===== src/rtl/conv_window_ctrl.sv =====
// Sequencer for the 3x3 sliding-window generator: raster pixel handshake, row/col tracking,
// in-image window flagging and frame completion. Optional macro CONV_WIN_STRIDE2_EN enables stride-2 decimation.
module conv_window_ctrl #(
  parameter int IMG_WIDTH  = 34,
  parameter int IMG_HEIGHT = 34,
  parameter int CNT_W      = 6
) (
  input  logic             clk,
  input  logic             resetn,
  input  logic             frame_start,
  input  logic             pix_valid,
  output logic             pix_ready,
  output logic             lb_shift_en,
  output logic             win_valid,
  input  logic             win_ready,
  output logic [CNT_W-1:0] win_row,
  output logic [CNT_W-1:0] win_col,
  output logic             busy,
  output logic             frame_done,
  output logic [1:0]       dbg_state
);

  localparam logic [1:0] S_IDLE = 2'd0;
  localparam logic [1:0] S_FILL = 2'd1;
  localparam logic [1:0] S_RUN  = 2'd2;
  localparam logic [1:0] S_DONE = 2'd3;

  localparam logic [CNT_W-1:0] LAST_COL = CNT_W'(IMG_WIDTH - 1);
  localparam logic [CNT_W-1:0] LAST_ROW = CNT_W'(IMG_HEIGHT - 1);
  localparam logic [CNT_W-1:0] ONE      = CNT_W'(1);
  localparam logic [CNT_W-1:0] TWO      = CNT_W'(2);

  logic [1:0]       r_state;
  logic [CNT_W-1:0] r_row;
  logic [CNT_W-1:0] r_col;
  logic [CNT_W-1:0] r_win_row;
  logic [CNT_W-1:0] r_win_col;

  logic w_active;
  logic w_win_pos;
  logic w_accept;
  logic w_eol;
  logic w_last_pix;
  logic w_run_pix;

  // Handshake: a pixel moves when pix_valid & pix_ready in the same cycle; a window is
  // consumed when win_valid & win_ready. pix_ready depends combinationally on win_ready
  // so a window-producing pixel is only taken when downstream can take the window too.
  always_comb begin
    w_active  = (r_state == S_FILL) || (r_state == S_RUN);
    w_win_pos = (r_row >= TWO) && (r_col >= TWO);
`ifdef CONV_WIN_STRIDE2_EN
    // row-2 and col-2 even is the same as row and col even
    w_win_pos = w_win_pos && !r_row[0] && !r_col[0];
`endif
    pix_ready   = w_active && (win_ready || !w_win_pos);
    w_accept    = pix_valid && pix_ready;
    lb_shift_en = w_accept;
    win_valid   = w_accept && w_win_pos;
    w_eol       = (r_col == LAST_COL);
    w_last_pix  = w_eol && (r_row == LAST_ROW);
    w_run_pix   = (r_row == TWO) && (r_col == ONE);
    win_row     = win_valid ? (r_row - TWO) : r_win_row;
    win_col     = win_valid ? (r_col - TWO) : r_win_col;
    busy        = (r_state != S_IDLE);
    frame_done  = (r_state == S_DONE);
    dbg_state   = r_state;
  end

  always_ff @(posedge clk) begin
    if (resetn) begin
      r_state   <= S_IDLE;
      r_row     <= '0;
      r_col     <= '0;
      r_win_row <= '0;
      r_win_col <= '0;
    end else begin
      case (r_state)
        S_IDLE: if (frame_start) r_state <= S_FILL;
        S_FILL, S_RUN: begin
          if (w_accept) begin
            if (w_last_pix)
              r_state <= S_DONE;
            else if ((r_state == S_FILL) && w_run_pix)
              r_state <= S_RUN;
          end
        end
        S_DONE:  r_state <= S_IDLE;
        default: r_state <= S_IDLE;
      endcase

      if (w_accept) begin
        if (w_eol) begin
          r_col <= '0;
          r_row <= (r_row == LAST_ROW) ? '0 : (r_row + ONE);
        end else begin
          r_col <= r_col + ONE;
        end
      end

      if (win_valid) begin
        r_win_row <= r_row - TWO;
        r_win_col <= r_col - TWO;
      end
    end
  end

endmodule

===== config.mk =====
export PLATFORM = sky130hd
export DESIGN_NAME = conv_window_ctrl
export DESIGN_NICKNAME = d
export VERILOG_FILES = /design/src/rtl/conv_window_ctrl.sv
export SDC_FILE = /design/constraint.sdc
export NUM_CORES = 1
export LEC_CHECK = 0
export CAP_MARGIN = 20
export CORE_MARGIN = 1
export CORE_UTILIZATION = 50
export CTS_CLUSTER_DIAMETER = 80
export DETAILED_ROUTE_END_ITERATION = 6
export GPL_ROUTABILITY_DRIVEN = 1
export PLACE_DENSITY = 0.87
export SYNTH_ARGS = -nofsm -noshare
export SYNTH_HDL_FRONTEND = slang
export SYNTH_SLANG_ARGS = --single-unit

===== constraint.sdc =====
create_clock -name clk -period 6.5 [get_ports clk]
set_clock_uncertainty 0.2 [all_clocks]
set_input_delay 0.65 -clock clk [delete_from_list [all_inputs] [get_ports clk]]
set_output_delay 0.65 -clock clk [all_outputs]
set_load 0.01 [all_outputs]

Yosys cells after proc, flatten, opt, wreduce, memory -nomap -nowiden
Cells that the tools add are included.
{"block": "word_totals", "in_bits": 5, "elab_cells": 45, "reg_bits": 26}
{"block": "classes", "reduce_logical": 15, "n_eq_ne": 10, "mux": 9, "addsub": 4, "order_cmp": 2}
{"cell": "$mux 6", "n": 4}
{"cell": "$add 6x1->6 const B", "n": 2}
{"cell": "$eq 6x6->1 const B", "n": 2}
{"cell": "$ge 6x2->1 const B", "n": 2}
{"cell": "$sub 6x2->6 const B", "n": 2}
{"cell": "$mux 2", "n": 4}
{"cell": "$logic_and 1x1->1", "n": 7}
{"cell": "$eq 6x1->1 const B", "n": 1}
{"cell": "$eq 6x2->1 const B", "n": 1}
{"cell": "$pmux 2 s3", "n": 1}
{"cell": "$eq 2x2->1 const B", "n": 2}
{"cell": "$ne 2x2->1 const B", "n": 2}
{"cell": "$ne 3x3->1 const B", "n": 1}
{"cell": "$reduce_and 3->1", "n": 1}
{"cell": "$eq 2x1->1 const B", "n": 1}
{"cell": "$logic_not 2->1", "n": 1}
{"cell": "$logic_or 1x1->1", "n": 2}
{"cell": "$reduce_and 2->1", "n": 1}
{"cell": "$reduce_bool 2->1", "n": 1}
{"cell": "$reduce_or 2->1", "n": 1}
{"cell": "$logic_not 1->1", "n": 1}

Logic depth before layout (Yosys ltp)
{"block": "depth", "depth_word": 8, "depth_mapped": 8, "mapped_depth_nobuf": 8}

Worst setup path after synthesis
No wires, ideal clock.
{"block": "synth_timing", "path_type": "reg-to-output", "start": "register r_state[0], in the netlist dbg_state[0]", "end": "output win_col[2]", "t_arrival_ns": 1.766, "path_buffers": 1, "slack_ns": 3.884, "stages_incl_launch_ff": 8, "cell_sequence": "dfxtp_1 inv_1 ha_1 and3_1 nand3_1 buf_4 or2_2 nand2_1"}
{"block": "synth_via", "elab_chain_cells": 6, "word_cells_on_any_way": 7, "classes_between": "2 x eq/ne; 1 x mux; 4 x reduce/logical"}
{"item": "start, declared", "line_no": "33", "rtl": "logic [1:0] r_state;"}
{"item": "start signal, assigned", "line_no": "72", "rtl": "r_state <= S_IDLE;"}
{"item": "start signal, assigned", "line_no": "79", "rtl": "S_IDLE: if (frame_start) r_state <= S_FILL;"}
{"item": "start signal, assigned", "line_no": "83", "rtl": "r_state <= S_DONE;"}
{"item": "$eq 2x1->1 / $eq 2x2->1 (equally long branches)", "line_no": "50", "rtl": "w_active = (r_state == S_FILL) || (r_state == S_RUN);"}
{"item": "$logic_or 1x1->1 *", "line_no": "50"}
{"item": "$logic_and 1x1->1 *", "line_no": "56", "rtl": "pix_ready = w_active && (win_ready || !w_win_pos);"}
{"item": "$logic_and 1x1->1 *", "line_no": "57", "rtl": "w_accept = pix_valid && pix_ready;"}
{"item": "$logic_and 1x1->1 *", "line_no": "59", "rtl": "win_valid = w_accept && w_win_pos;"}
{"item": "$mux 6 *"}
{"item": "end, declared", "line_no": "17", "rtl": "output logic [CNT_W-1:0] win_col,"}
Mark *: on every way between the ends. The rest lies on a longest branch, timed or not.

Worst setup path after layout
{"block": "layout_timing", "start": "register r_col[0]", "end": "output win_row[3]"}
{"block": "layout_via", "elab_chain_cells": 8}
{"item": "start, declared", "line_no": "35", "rtl": "logic [CNT_W-1:0] r_col;"}
{"item": "start signal, assigned", "line_no": "97", "rtl": "r_col <= r_col + ONE;"}
{"item": "$ge 6x2->1 *", "line_no": "51", "rtl": "w_win_pos = (r_row >= TWO) && (r_col >= TWO);"}
{"item": "$logic_and 1x1->1 *", "line_no": "51"}
{"item": "$logic_not 1->1", "line_no": "56"}
{"item": "$logic_or 1x1->1", "line_no": "56"}
{"item": "$logic_and 1x1->1", "line_no": "56"}
{"item": "$logic_and 1x1->1", "line_no": "57"}
{"item": "$logic_and 1x1->1 *", "line_no": "59"}
{"item": "$mux 6 *"}
{"item": "end, declared", "line_no": "16", "rtl": "output logic [CNT_W-1:0] win_row,"}
Marked as above.

==> results.py <==
metrics = {
    "status": {
        "run_status": "complete, but fails checks",
        "violations": "DRC",
    },
    "sta": {
        "layout_min_cycle_time_ns": 3.83,
        "setup_viol_count_final": 0,
        "min_period_over_period_pct": 58.9,
        "setup_slack_ns": 2.67,
        "hold_violations": 0,
        "max_clock_freq_ghz": 0.261,
        "tightestPinTransition_ns": 0.560,
        "slew_headroom_pct": 62.6,
        "unrepaired_setup_endpoints_after_global_routing": "no",
        "setup_total_negative_slack_ns": 0,
        "finalMaxSlewViolations": 0,
    },
    "global_route": {
        "grt_overflow_total": 0,
        "groute.layer.met3.usage_pct": 2.95,
        "grt_most_used_layer": "met2",
        "grt_antenna_before_repair": 0,
        "via_count_of_the_first_global_routing_pass": 1171,
        "gr-usage-all-layers_pct": 20.4,
        "grt_first_pass_wirelength_um": 5260,
        "gr-usage-met1_pct": 28.7,
        "met2_usage_pct": 30.7,
        "grt_max_degree": 16,
    },
    "power": {
        "p_leak_nw": 0.718,
        "worst_ir_drop_vdd_mv": 0.110,
        "fraction_of_power_spent_switching_nets_pct": 24.3,
        "power_frac_clock_pct": 35.1,
        "comb_power_share_pct": 13.8,
        "cellInternalPower_uw": 245,
        "power.sequential.fraction_pct": 51.2,
        "net_sw_power_uw": 78.7,
        "report.power.total_uw": 324,
        "power_per_cell_area_mw_per_mm2": 178,
    },
    "worst_setup_path": {
        "crit-reg2reg-launch": "r_col[0]$_SDFFE_PP0N_",
        "regToRegSetupSlack_ns": 3.95,
        "regToRegEndpoint": "r_win_row[0]$_SDFF_PP0_",
        "worst_ep_required_time_ns": 5.65,
        "critical_path_arrival_ns": 2.98,
        "reg2regPathDepth": 7,
        "path_class": "register to output port",
        "timing.critical_path.fanout_max": 13,
        "startpoint_type": "register",
        "endpoint_kind": "output port",
    },
    "floorplanning": {
        "chipWidth_um": 57.5,
        "rows": 19,
        "coreArea_mm2": 0.00283,
        "design.die.area_mm2": 0.00331,
        "initial_utilization_pct": 54.4,
        "floorplan.io_pins": 24,
        "die_height_um": 57.5,
    },
    "layout": {
        "final_nets": 218,
        "n_fill_cell": 243,
        "layout_commonest_cell": "dfxtp_1",
        "layout.cells.most_common_list": "26 x dfxtp_1, 23 x clkdlybuf4s50_1, 18 x nand2_1",
        "finished_layout_cells": 230,
        "drive_above_1_share_pct": 9.55,
        "synthToLayoutAreaGrowth_pct": 18.0,
        "insertedDiodeCount": 0,
    },
    "cts": {
        "post_cts.repair.setup_buffers": 0,
        "root_buffer": "clkbuf_4",
        "cts_buffer_depth": 2,
        "clk_latency_ns": 0.33,
        "cts.sinks": 26,
        "tritoncts": "built",
        "cts_resized": 0,
        "post_cts_hold_buffer_count": 0,
        "cts.htree.levels": 1,
        "numCtsBuffers": 3,
        "clk_pin_slew_worst_paths_ns": 0.15,
    },
    "drt": {
        "total_iterations_of_the_first_detailed_routing_run": 6,
        "drc": 1,
        "viasPerCell": 5.59,
        "drt_iter0_drc": 42,
        "route.antenna.remaining_nets": 0,
        "dr_total_vias": 1286,
        "routed_wirelength_um": 3100,
        "routed_wire_length_per_instance_um": 13.5,
    },
    "synthesis": {
        "postSynthAreaPerCell_um2": 8.65,
        "ys_types": 39,
        "async_sr_flop_fraction_pct": 0,
        "yosysSeqAreaShare_pct": 33.8,
        "dominant_synthesized_flop_cell": "dfxtp_1",
        "number_of_warning_messages_in_the_yosys_log": 0,
        "synth-edff-count": 0,
        "synth.cell_area_mm2": 0.00154,
        "number_of_synthesized_register_bits": 26,
        "syn-instance-count": 178,
        "mappedNetlistNets": 196,
    },
    "hold_path": {
        "min_delay_path_depth": 2,
        "start_point_of_the_worst_hold_path": "r_win_col[1]$_SDFF_PP0_",
        "hold-path-endpoint": "r_win_col[1]$_SDFF_PP0_",
        "holdCritPathClass": "register to register",
    },
    "place": {
        "io_buffers": 23,
        "numPlacedInstances": 226,
        "place_hpwl_um": 2280,
        "place_worst_setup_slack_ns": 2.76,
        "place.gp.congestion": 0.776,
    },
    "job": {
        "drv_cap": 0,
    },
}
==> metal layers <==
layer | vias up | part of all wire (%) | routed length [um]
met1 | 583 | 52 | 1620
li1 | 668 | - | -
met2 | 31 | 42 | 1310
met3 | 4 | 4.0 | 125
met4 | 0 | 1.5 | 45
met5 | - | 0 | 0
==> power by group through the flow <==
stage / logic (mW) / registers [mW] / clock network, mW
final: 0.0446 / 0.166 / 0.114
after CTS: 0.0447 / 0.166 / 0.114
after global routing: 0.0493 / 0.167 / 0.118
after detailed placement: 0.0444 / 0.169 / 0
after global placement: 0.0435 / 0.169 / 0
after floorplan: 0.0278 / 0.169 / 0
==> worst max-delay path by stage <==
stage               slack (ns)                      start  depth (start not counted)         end
global placement          2.79                  win_ready                          6  win_col[2]
finish                    2.67      r_col[0]$_SDFFE_PP0N_                          8  win_row[3]
global route              2.37      r_col[0]$_SDFFE_PP0N_                          8  win_row[3]
detailed placement        2.76                  win_ready                          6  win_col[2]
CTS                       2.66      r_col[0]$_SDFFE_PP0N_                          8  win_row[3]
floorplan                 3.88  dbg_state[0]$_SDFFE_PP0P_                          7  win_col[2]
==> cell usage after synthesis, drive strengths merged, types with 3 or more instances <==
cell / count / area [um^2]
a211oi: 3 / 22.5
a21oi: 16 / 80.1
a311oi: 3 / 26.3
a31oi: 4 / 25.0
and2: 8 / 50.1
and3: 3 / 18.8
buf: 5 / 40.0
dfxtp: 26 / 521
ha: 13 / 163
inv: 14 / 52.6
mux2: 6 / 67.6
nand2: 18 / 67.6
nand3: 7 / 45.0
nand4: 4 / 25.0
nor2: 9 / 33.8
nor3: 6 / 30.0
o21ai: 4 / 20.0
or3: 3 / 20.0
or4: 3 / 22.5
xnor2: 6 / 52.6
==> layout make-up <==
class | count | area [um^2] | area share (%)
Multi-Input combinational cell | 132 | 923 | 50.8
Clock buffer | 3 | 22.5 | 1.24
Clock inverter | 1 | 30.0 | 1.65
Tap cell | 31 | 38.8 | 2.13
Timing Repair Buffer | 23 | 230 | 12.7
Sequential cell | 26 | 520 | 28.6
Inverter | 14 | 52.6 | 2.89
==> state kept, by name, summed over array words and instances, names as in the netlist <==
name	cells
r_col	6
r_row	6
r_win_col	6
r_win_row	6
dbg_state	2
==> logic make-up after synthesis <==
family | Yosys count | synth area share, %
adders and majority gates | 13 | 10.6
AOI/OAI and AO/OA | 37 | 15.9
muxes | 6 | 4.39
and+or+nand+nor | 68 | 24.5
buffers and inverters | 20 | 6.25
xor gates and xnor gates | 8 | 4.55
DFF | 26 | 33.8
==> worst max-delay path, stage by stage, from the launching register on <==
cell and delay (ns):
dfxtp_1 0.48, inv_1 0.08, ha_1 0.20, nor4_1 0.24, nand2_1 0.24, nand3_1 0.45, inv_1 0.20, a21oi_1 0.19
clkdlybuf4s50_1 0.56
==> per-stage QoR <==
step	util [%]	area [um^2]	hold WS [ns]
after detailed placement	62.4	1770	0.258
after global routing	64.3	1820	0.326
after CTS	64.3	1820	0.279
after floorplan	-	1540	0.244
final	64.3	1820	0.280
after global placement	62.4	1770	0.250
No activity file was read; power rests on OpenSTA's default activity.
